## src/rtl/jedro_1_defines.sv

```systemverilog
// Shared definitions for the jedro_1 core: LSU command encoding, trap cause
// codes and the LSU state type.
package jedro_1_defines;

    localparam int LSU_CTRL_BIT_STORE    = 4;
    localparam int LSU_CTRL_BIT_UNSIGNED = 3;

    localparam logic [3:0] CSR_MCAUSE_LOAD_ADDR_MISALIGNED  = 4'd4;
    localparam logic [3:0] CSR_MCAUSE_LOAD_ACCESS_FAULT     = 4'd5;
    localparam logic [3:0] CSR_MCAUSE_STORE_ADDR_MISALIGNED = 4'd6;
    localparam logic [3:0] CSR_MCAUSE_STORE_ACCESS_FAULT    = 4'd7;

    // Bit 4 = store, bit 3 = unsigned, bits [2:0] = byte-size mask.
    typedef enum logic [4:0] {
        LSU_NO_CMD             = 5'b00000,
        LSU_LOAD_BYTE          = 5'b00001,
        LSU_LOAD_HALF_WORD     = 5'b00011,
        LSU_LOAD_WORD          = 5'b00111,
        LSU_LOAD_BYTE_U        = 5'b01001,
        LSU_LOAD_HALF_WORD_U   = 5'b01011,
        LSU_STORE_BYTE         = 5'b10001,
        LSU_STORE_HALF_WORD    = 5'b10011,
        LSU_STORE_WORD         = 5'b10111
    } lsu_ctrl_e;

    typedef enum logic [1:0] {
        IDLE = 2'd0,
        REQ  = 2'd1,
        RESP = 2'd2
    } lsu_state_e;

    function automatic logic lsu_cmd_legal(input logic [4:0] cmd);
        logic legal;
        legal = 1'b0;
        case (cmd)
            LSU_LOAD_BYTE, LSU_LOAD_HALF_WORD, LSU_LOAD_WORD,
            LSU_LOAD_BYTE_U, LSU_LOAD_HALF_WORD_U,
            LSU_STORE_BYTE, LSU_STORE_HALF_WORD, LSU_STORE_WORD: legal = 1'b1;
            default: legal = 1'b0;
        endcase
        return legal;
    endfunction

endpackage

```

## src/rtl/jedro_1_lsu_rdata_align.sv

```systemverilog
// Load data alignment: shifts the addressed byte/half down to bit 0 and
// sign- or zero-extends it according to the command.
module jedro_1_lsu_rdata_align (
    input  logic [31:0] rdata,
    input  logic [1:0]  addr,
    input  logic [4:0]  ctrl,
    output logic [31:0] data
);
    import jedro_1_defines::*;

    logic [31:0] shifted;
    logic        uns;
    logic        unused_store_bit;

    assign unused_store_bit = ctrl[LSU_CTRL_BIT_STORE];

    always_comb begin
        shifted = rdata >> {addr, 3'b000};
        uns     = ctrl[LSU_CTRL_BIT_UNSIGNED];
        data    = shifted;
        case (ctrl[2:0])
            3'b001:  data = {{24{shifted[7] & ~uns}}, shifted[7:0]};
            3'b011:  data = {{16{shifted[15] & ~uns}}, shifted[15:0]};
            default: data = shifted;
        endcase
    end

endmodule

```

## src/rtl/jedro_1_lsu.sv

```systemverilog
// jedro_1 load-store unit: one outstanding req/gnt/rvalid access at a time,
// misalignment and bus-error trap reporting, aligned load write-back.
module jedro_1_lsu #(
    parameter int DATA_WIDTH = 32
) (
    input  logic                  clk_i,
    input  logic                  rstn_i,
    input  logic                  ctrl_valid_i,
    input  logic [4:0]            ctrl_i,
    input  logic [DATA_WIDTH-1:0] addr_i,
    input  logic [DATA_WIDTH-1:0] wdata_i,
    input  logic [4:0]            regdest_i,
    output logic                  ready_o,
    output logic [DATA_WIDTH-1:0] rdata_o,
    output logic [4:0]            regdest_o,
    output logic                  rf_wb_o,
    output logic                  done_o,
    output logic                  exc_o,
    output logic [3:0]            exc_cause_o,
    output logic [DATA_WIDTH-1:0] exc_addr_o,
    output logic                  data_req_o,
    input  logic                  data_gnt_i,
    output logic                  data_we_o,
    output logic [3:0]            data_be_o,
    output logic [DATA_WIDTH-1:0] data_addr_o,
    output logic [DATA_WIDTH-1:0] data_wdata_o,
    input  logic                  data_rvalid_i,
    input  logic [DATA_WIDTH-1:0] data_rdata_i,
    input  logic                  data_err_i
);
    import jedro_1_defines::*;

    lsu_state_e            state_q, state_d;
    logic [4:0]            ctrl_q;
    logic [DATA_WIDTH-1:0] addr_q;
    logic [DATA_WIDTH-1:0] wdata_q;
    logic [4:0]            regdest_q;

    logic                  accept;
    logic                  misaligned;
    logic                  in_req;
    logic                  resp_done;
    logic [3:0]            be;
    logic [DATA_WIDTH-1:0] bus_wdata;
    logic [DATA_WIDTH-1:0] load_data;

    logic                  rf_wb_q, done_q, exc_q;
    logic [3:0]            exc_cause_q;
    logic [DATA_WIDTH-1:0] exc_addr_q;
    logic [DATA_WIDTH-1:0] rdata_q;

    assign accept    = (state_q == IDLE) && ctrl_valid_i && lsu_cmd_legal(ctrl_i);
    assign in_req    = (state_q == REQ);
    assign resp_done = (state_q == RESP) && data_rvalid_i;

    always_comb begin
        misaligned = 1'b0;
        case (ctrl_i[2:0])
            3'b011:  misaligned = addr_i[0];
            3'b111:  misaligned = |addr_i[1:0];
            default: misaligned = 1'b0;
        endcase
    end

    always_ff @(posedge clk_i or negedge rstn_i) begin
        if (!rstn_i) state_q <= IDLE;
        else         state_q <= state_d;
    end

    always_comb begin
        state_d = state_q;
        case (state_q)
            IDLE:    if (accept && !misaligned) state_d = REQ;
            REQ:     if (data_gnt_i) state_d = RESP;
            RESP:    if (data_rvalid_i) state_d = IDLE;
            default: state_d = IDLE;
        endcase
    end

    always_ff @(posedge clk_i or negedge rstn_i) begin
        if (!rstn_i) begin
            ctrl_q    <= '0;
            addr_q    <= '0;
            wdata_q   <= '0;
            regdest_q <= '0;
        end else if (accept) begin
            ctrl_q    <= ctrl_i;
            addr_q    <= addr_i;
            wdata_q   <= wdata_i;
            regdest_q <= regdest_i;
        end
    end

    // Completion strobes are single-cycle; cause, fault address and load
    // data keep their last value until the next event that updates them.
    always_ff @(posedge clk_i or negedge rstn_i) begin
        if (!rstn_i) begin
            rf_wb_q     <= 1'b0;
            done_q      <= 1'b0;
            exc_q       <= 1'b0;
            exc_cause_q <= '0;
            exc_addr_q  <= '0;
            rdata_q     <= '0;
        end else begin
            rf_wb_q <= 1'b0;
            done_q  <= 1'b0;
            exc_q   <= 1'b0;
            if (accept && misaligned) begin
                done_q      <= 1'b1;
                exc_q       <= 1'b1;
                exc_cause_q <= ctrl_i[LSU_CTRL_BIT_STORE] ? CSR_MCAUSE_STORE_ADDR_MISALIGNED
                                                          : CSR_MCAUSE_LOAD_ADDR_MISALIGNED;
                exc_addr_q  <= addr_i;
            end
            if (resp_done) begin
                done_q <= 1'b1;
                if (data_err_i) begin
                    exc_q       <= 1'b1;
                    exc_cause_q <= ctrl_q[LSU_CTRL_BIT_STORE] ? CSR_MCAUSE_STORE_ACCESS_FAULT
                                                              : CSR_MCAUSE_LOAD_ACCESS_FAULT;
                    exc_addr_q  <= addr_q;
                end else if (!ctrl_q[LSU_CTRL_BIT_STORE]) begin
                    rf_wb_q <= 1'b1;
                    rdata_q <= load_data;
                end
            end
        end
    end

    always_comb begin
        be        = 4'b1111;
        bus_wdata = wdata_q;
        case (ctrl_q[2:0])
            3'b001: begin
                be        = 4'b0001 << addr_q[1:0];
                bus_wdata = {4{wdata_q[7:0]}};
            end
            3'b011: begin
                be        = 4'b0011 << {addr_q[1], 1'b0};
                bus_wdata = {2{wdata_q[15:0]}};
            end
            default: ;
        endcase
    end

    jedro_1_lsu_rdata_align u_rdata_align (
        .rdata (data_rdata_i),
        .addr  (addr_q[1:0]),
        .ctrl  (ctrl_q),
        .data  (load_data)
    );

    // Bus outputs are only driven while requesting so the port idles at zero.
    assign data_req_o   = in_req;
    assign data_we_o    = in_req & ctrl_q[LSU_CTRL_BIT_STORE];
    assign data_be_o    = in_req ? be : 4'b0000;
    assign data_addr_o  = in_req ? {addr_q[DATA_WIDTH-1:2], 2'b00} : '0;
    assign data_wdata_o = in_req ? bus_wdata : '0;

    assign ready_o     = (state_q == IDLE);
    assign rdata_o     = rdata_q;
    assign regdest_o   = regdest_q;
    assign rf_wb_o     = rf_wb_q;
    assign done_o      = done_q;
    assign exc_o       = exc_q;
    assign exc_cause_o = exc_cause_q;
    assign exc_addr_o  = exc_addr_q;

endmodule

```

## config.mk

```make
export PLATFORM = sky130hd
export DESIGN_NAME = jedro_1_lsu
export DESIGN_NICKNAME = d
export VERILOG_FILES = /design/src/rtl/jedro_1_defines.sv /design/src/rtl/jedro_1_lsu_rdata_align.sv /design/src/rtl/jedro_1_lsu.sv
export SDC_FILE = /design/constraint.sdc
export NUM_CORES = 1
export LEC_CHECK = 0
export ABC_AREA = 1
export CORE_ASPECT_RATIO = 0.8
export CORE_MARGIN = 5
export CORE_UTILIZATION = 51
export CTS_BUF_LIST = sky130_fd_sc_hd__clkbuf_4
export DETAILED_ROUTE_END_ITERATION = 16
export GPL_ROUTABILITY_DRIVEN = 0
export PLACE_DENSITY = 0.89
export SETUP_SLACK_MARGIN = 0.05
export SYNTH_ARGS = -nofsm -noshare
export SYNTH_HDL_FRONTEND = slang
export SYNTH_SLANG_ARGS = --single-unit
```

## constraint.sdc

```tcl
create_clock -name clk_i -period 2.9 [get_ports clk_i]
set_input_delay 0.58 -clock clk_i [delete_from_list [all_inputs] [get_ports clk_i]]
set_output_delay 0.58 -clock clk_i [all_outputs]
set_load 0.02 [all_outputs]
```

==> flow_metrics.py, run 1 <==
metrics = {
    "die": {
        "start_util_pct": 52.1,
        "design.core.area_um2": 14300,
        "num_rows": 39,
        "die_h_um": 118,
        "die_w_um": 145,
        "pin_count": 259,
        "dieArea_um2": 17200,
    },
    "power": {
        "power_mw": 9.01,
        "ir_drop_uv": 588,
        "p_leak_nw": 6.10,
        "powerDensity_nw_per_um2": 847,
    },
    "sta": {
        "period_needed_ns": 2.74,
        "hold_viol_final": 0,
        "rsz0062_at_grt": "no",
        "worstMarginPinSlew_ns": 0.653,
        "final.setup.tns_ns": 0,
        "drv_slew": 0,
        "relSlewSlack_pct": 56.4,
        "setup_viol": 0,
        "setup_ws_ns": 0.157,
        "whs_ns": 0.488,
        "fin_crit_sh_pct": 94.6,
        "finClkSkew_ns": 0.0161,
        "clock.fmax_mhz": 365,
    },
    "yosys": {
        "synth_seq_cells": 147,
        "yosysWarnings": 0,
        "synthDistinctLibCells": 28,
        "synth_area_um2": 7480,
        "avgSynthCellArea_um2": 7.30,
        "ys_seq_area_share_pct": 49.2,
        "post_synth_inst_count": 1025,
    },
    "cells_and_area": {
        "area_delta_synth_final_pct": 42.2,
        "final_net_count": 1371,
        "nFillCells": 1065,
        "drive_gt1_share_pct": 7.87,
        "layout.cells.non_filler": 1454,
        "fin_util_pct": 74.1,
        "stdcell_area_um2": 10600,
        "insertedDiodeCount": 0,
    },
    "global_routing": {
        "grt_busiest_layer": "met2",
        "grt_pass1_wl_um": 40000,
        "grt_pass1_vias": 7763,
        "antenna_found_initial": 0,
        "gr-total-overflow": 0,
        "grt_use_met3_pct": 10.8,
        "grtUsageTotal_pct": 28.5,
        "grt_use_met2_pct": 45.6,
        "use_met1_pct": 35.9,
        "grt_max_degree": 64,
    },
    "routing": {
        "drt_wl_total_um": 24800,
        "drcViolationCount": 0,
        "via_per_inst": 5.38,
        "wl_per_cell_um": 17.1,
        "drt-initial-drc-count": 592,
        "final_antenna_net_count": 0,
        "via_count": 7823,
        "drtPass1Iterations": 7,
    },
    "critical_path": {
        "r2r_cells": 7,
        "start_kind": "flip-flop",
        "worstSetupPathType": "flip-flop to output port",
        "cp.arrival_ns": 2.16,
        "critPathMaxFanout": 19,
        "critPathRequiredTime_ns": 2.32,
        "crit_path_end_kind": "output port",
    },
    "place": {
        "pre_cts_ws_ns": 0.375,
        "placed_area_um2": 10200,
        "dp.cells": 1423,
        "place.port_buffers": 256,
        "place_hpwl_um": 17600,
    },
    "clock_tree": {
        "htree_levels": 4,
        "cts_made_buffers": 17,
        "cts_root_buffer": "clkbuf_4",
        "path_clk_slew_ns": 0.12,
        "clk_latency_ns": 0.55,
        "cts_num_sinks": 147,
        "cts_buffer_depth": 2,
        "tritoncts": "done",
    },
    "worst_hold_path": {
        "hold_class": "flip-flop to flip-flop",
        "min_path_cells": 2,
    },
    "run_status": {
        "status": "finished clean",
    },
    "job": {
        "max-cap-violations": 0,
    },
}
## registers in the layout, summed over array words and instances, names as in the netlist
register	cells
exc_o	1
rf_wb_o	1
ctrl_q	5
wdata_q	32
exc_addr_o	32
addr_q	32
exc_cause_o	4
regdest_o	5
done_o	1
state_q	2
rdata_o	32
## final cells by class
type / count / area [µm²] / share of cell area (%)
Timing Repair Buffer: 280 / 2880 / 27.1
Multi-Input combinational cell: 698 / 3110 / 29.2
Sequential cell: 147 / 3680 / 34.6
Clock buffer: 18 / 135 / 1.27
Clock inverter: 12 / 165 / 1.55
Tap cell: 184 / 230 / 2.16
Inverter: 115 / 437 / 4.11
## logic make-up after synthesis
kind of cell	count (synthesis)	share of synthesized area, %
AO/OA/AOI/OAI	124	8.88
buffers and inverters	181	10.1
flip-flops	147	49.2
other	1	0.0501
AND/OR/NAND/NOR	572	31.7
## worst max-delay path, cell delays in order (launching register included)
cell and delay (ns):
dfrtp_1 0.41, inv_2 0.06, nor2_2 0.11, inv_2 0.12
buf_12 0.18, nor2_1 0.11, clkdlybuf4s50_1 0.62
## power by group
group	switching (mW)	leakage (nW)	internal, mW	total (mW)
combinational	2.47	4.20	1.82	4.29
sequential	0.488	1.74	2.82	3.31
clock	0.739	0.155	0.673	1.41
total	3.70	6.10	5.32	9.01
## per-layer routing
layer | routed length, µm | vias to the layer above
li1 | - | 3661
met1 | 9450 | 3678
met2 | 11800 | 420
met3 | 2810 | 64
met4 | 789 | 0
met5 | 0 | -
## timing repair
| item | CTS | global route |
|---|---|---|
| hold buffers | 1 | 0 |
| setup buffers | 0 | 0 |
| endpoints found under the setup margin | 31 | 48 |
| endpoints found under the hold margin | 15 | 0 |
| resized for setup | 22 | 59 |
## final timing paths
kind,from,to,slack [ns]
setup / recovery,state_q[0],data_addr_o[18],0.16
hold / removal,wdata_q[25],wdata_q[25],0.49
setup reg to reg,addr_q[0],rdata_o[16],0.99
hold reg to reg,wdata_q[25],wdata_q[25],0.49
max in group asynchronous,rstn_i,rdata_o[22],1.56
min in group asynchronous,rstn_i,addr_q[6],0.57
## Yosys cell counts (all sizes together)
| master | instances | area share (%) |
|---|---|---|
| buf | 48 | 3.4 |
| nand4 | 14 | 1.3 |
| dfrtp | 147 | 49 |
| o22ai | 1 | 0.084 |
| or2 | 17 | 1.4 |
| o21ai | 45 | 3.0 |
| nand2 | 274 | 14 |
| o31ai | 1 | 0.10 |
| a21oi | 62 | 4.2 |
| conb | 1 | 0.050 |
| a31oi | 8 | 0.67 |
| nand3 | 87 | 6.0 |
| o221ai | 7 | 0.82 |
| clkbuf | 18 | 0.90 |
| nor2 | 180 | 9.2 |
| inv | 115 | 5.8 |
## cells in the final DEF (no fill, tap or decap), drive strengths merged, types with 7 or more instances in the layout
cell	synthesis	routed
o221ai	7	7
nand2	274	274
nand3	87	87
clkbuf	18	21
or2	17	17
dlymetal6s2s	0	39
o21ai	45	45
buf	48	24
a21oi	62	62
nand4	14	14
nor2	180	180
dfrtp	147	147
clkdlybuf4s50	0	197
dlygate4sd2	0	15
inv	115	115
a31oi	8	8
(Power assumes the default switching activity.)
==> run 2: changes to the inputs <==
--- a/config.mk
+++ b/config.mk
@@ -17,3 +17,4 @@
 export SYNTH_ARGS = -nofsm -noshare
 export SYNTH_HDL_FRONTEND = slang
 export SYNTH_SLANG_ARGS = --single-unit
+export TNS_END_PERCENT = 30
==> constraint.sdc (replaced) <==
create_clock -name clk_i -period 2.9 [get_ports clk_i]
set_input_delay 0.725 -clock clk_i [delete_from_list [all_inputs] [get_ports clk_i]]
set_output_delay 0.725 -clock clk_i [all_outputs]
set_load 0.02 [all_outputs]
==> flow_metrics.py, run 2 (same netlist as run 1, synthesis figures left out) <==
metrics = {
    "worst_hold_path": {
        "hold_class": "input port to asynchronous set/reset pin",
    },
    "global_routing": {
        "grt_max_degree": 68,
        "antenna_found_initial": 0,
        "grtUsageTotal_pct": 28.3,
        "gr-total-overflow": 0,
        "grt_pass1_vias": 7459,
        "grt_pass1_wl_um": 39600,
    },
    "critical_path": {
        "worstSetupPathType": "flip-flop to output port",
        "start_kind": "flip-flop",
        "cp.buffers_inverters": 3,
        "r2r_start": "addr_q[0]",
        "critPathRequiredTime_ns": 2.17,
        "critPathMaxStageDelay_ns": 0.42,
        "path_cells": "inv_2, nor2_2, buf_4, o21ai_0, a21oi_1, clkdlybuf4s15_1",
        "cp_top_family": "buffers and inverters",
        "crit_path_end_kind": "output port",
        "critPathMaxFanout": 16,
        "critical_path.slowest_cell": "dfrtp_1",
        "cp.arrival_ns": 2.01,
        "crit_start": "state_q[0]",
    },
    "clock_tree": {
        "path_clk_slew_ns": 0.12,
        "cts_hold_buf": 0,
        "cts_buffer_depth": 2,
        "tritoncts": "done",
        "cts_made_buffers": 17,
        "cts_root_buffer": "clkbuf_4",
        "clk_latency_ns": 0.54,
        "cts_num_sinks": 147,
        "htree_levels": 4,
    },
    "power": {
        "powerDensity_nw_per_um2": 849,
        "p_int_mw": 5.14,
        "p_switching_mw": 3.70,
        "p_leak_nw": 5.63,
        "p_comb_share_pct": 48.2,
        "p_seq_share_pct": 37.3,
        "p_clk_share_pct": 14.4,
        "switching_share_pct": 41.8,
        "ir_drop_uv": 569,
    },
    "sta": {
        "period_needed_ns": 2.74,
        "clock.fmax_mhz": 365,
        "hold_viol_final": 0,
        "whs_ns": 0.166,
        "setup_ws_ns": 0.161,
        "setup_viol": 0,
        "relSlewSlack_pct": 54.4,
        "fin_crit_sh_pct": 94.4,
        "worstMarginPinSlew_ns": 0.683,
        "rsz0062_at_grt": "yes",
        "finClkSkew_ns": 0.0203,
        "drv_slew": 0,
    },
    "routing": {
        "drtPass1Iterations": 6,
        "drcViolationCount": 0,
        "final_antenna_net_count": 0,
        "drt-initial-drc-count": 687,
        "via_per_inst": 5.30,
        "drt_wl_total_um": 24800,
        "via_count": 7722,
        "wl_per_cell_um": 17.0,
    },
    "place": {
        "pre_cts_ws_ns": 0.314,
        "place_hpwl_um": 17700,
        "place.port_buffers": 256,
    },
    "cells_and_area": {
        "final_net_count": 1371,
        "final_common_cell": "nand2_1",
        "layout_common_cells": "268 x nand2_1, 188 x clkdlybuf4s50_1, 176 x nor2_1, 147 x dfrtp_1, 109 x inv_1",
        "drive_gt1_share_pct": 8.96,
        "area_delta_synth_final_pct": 39.1,
        "insertedDiodeCount": 0,
    },
    "die": {
        "start_util_pct": 52.1,
        "dieArea_um2": 17200,
        "die_h_um": 118,
        "die_w_um": 145,
        "num_rows": 39,
        "pin_count": 259,
        "design.core.area_um2": 14300,
    },
    "run_status": {
        "status": "finished clean",
    },
    "job": {
        "max-cap-violations": 0,
    },
}
## run 2: worst reg2reg max path, delay by kind of cell (launching register included)
kind | cells | cell delay, ns
AND/OR/NAND/NOR | 4 | 0.38
AO/OA/AOI/OAI | 1 | 0.49
flip-flops | 1 | 0.52
buffers and inverters | 2 | 0.34
## run 2: layout make-up
| cell class | instances | area (µm²) |
|---|---|---|
| inverter | 115 | 437 |
| timing repair buffer | 280 | 2700 |
| tap | 184 | 230 |
| multi-input combinational | 698 | 3090 |
| clock inverter | 11 | 113 |
| fill | 1170 | 3940 |
| sequential | 147 | 3680 |
| clock buffer | 21 | 158 |
## run 2: repair_timing
action | 4_1_cts | 5_1_grt
endpoints found under the setup margin | 65 | 29
cloned | 0 | 0
resized for setup | 76 | 41
setup buffers | 0 | 0
## run 2: power by group through the flow
stage / sequential, mW / combinational (mW) / clock, mW
3_3_place_gp: 3.28 / 4.22 / 0
6_report: 3.30 / 4.26 / 1.28
3_5_place_dp: 3.32 / 4.32 / 0
4_1_cts: 3.29 / 4.27 / 1.30
5_1_grt: 3.39 / 4.64 / 1.40
2_1_floorplan: 3.82 / 1.76 / 0
## run 2: layer usage
layer,track usage (%),vias up,wire (µm)
li1,-,3664,-
met1,35.9,3613,9640
met2,45.9,397,11800
met3,10.7,48,2800
met4,7.23,0,525
met5,0,-,0
## run 2: final timing paths
kind                               endpoint  slack [ns]  depth (start not counted)
setup reg to reg                rdata_o[20]        1.12                          7
min in group clk_i             regdest_o[2]        0.48                          2
hold / removal                exc_addr_o[7]        0.17                          1
setup / recovery           data_wdata_o[17]        0.16                          6
max in group asynchronous    exc_addr_o[15]        2.04                          2
hold reg to reg                regdest_o[2]        0.48                          2
## run 2: stage by stage
step                      utilization, %  instance area, µm²  setup TNS, ns  instances  power, mW
after CTS                           72.8               10400        -0.0899       1456       8.85
final                               72.5               10400              0       1456       8.84
after detailed placement            71.3               10200              0       1424       7.64
after global routing                72.5               10400              0       1456       9.42
after global placement              71.3               10200              0       1424       7.50
after floorplan                        -                7480              0       1026       5.58
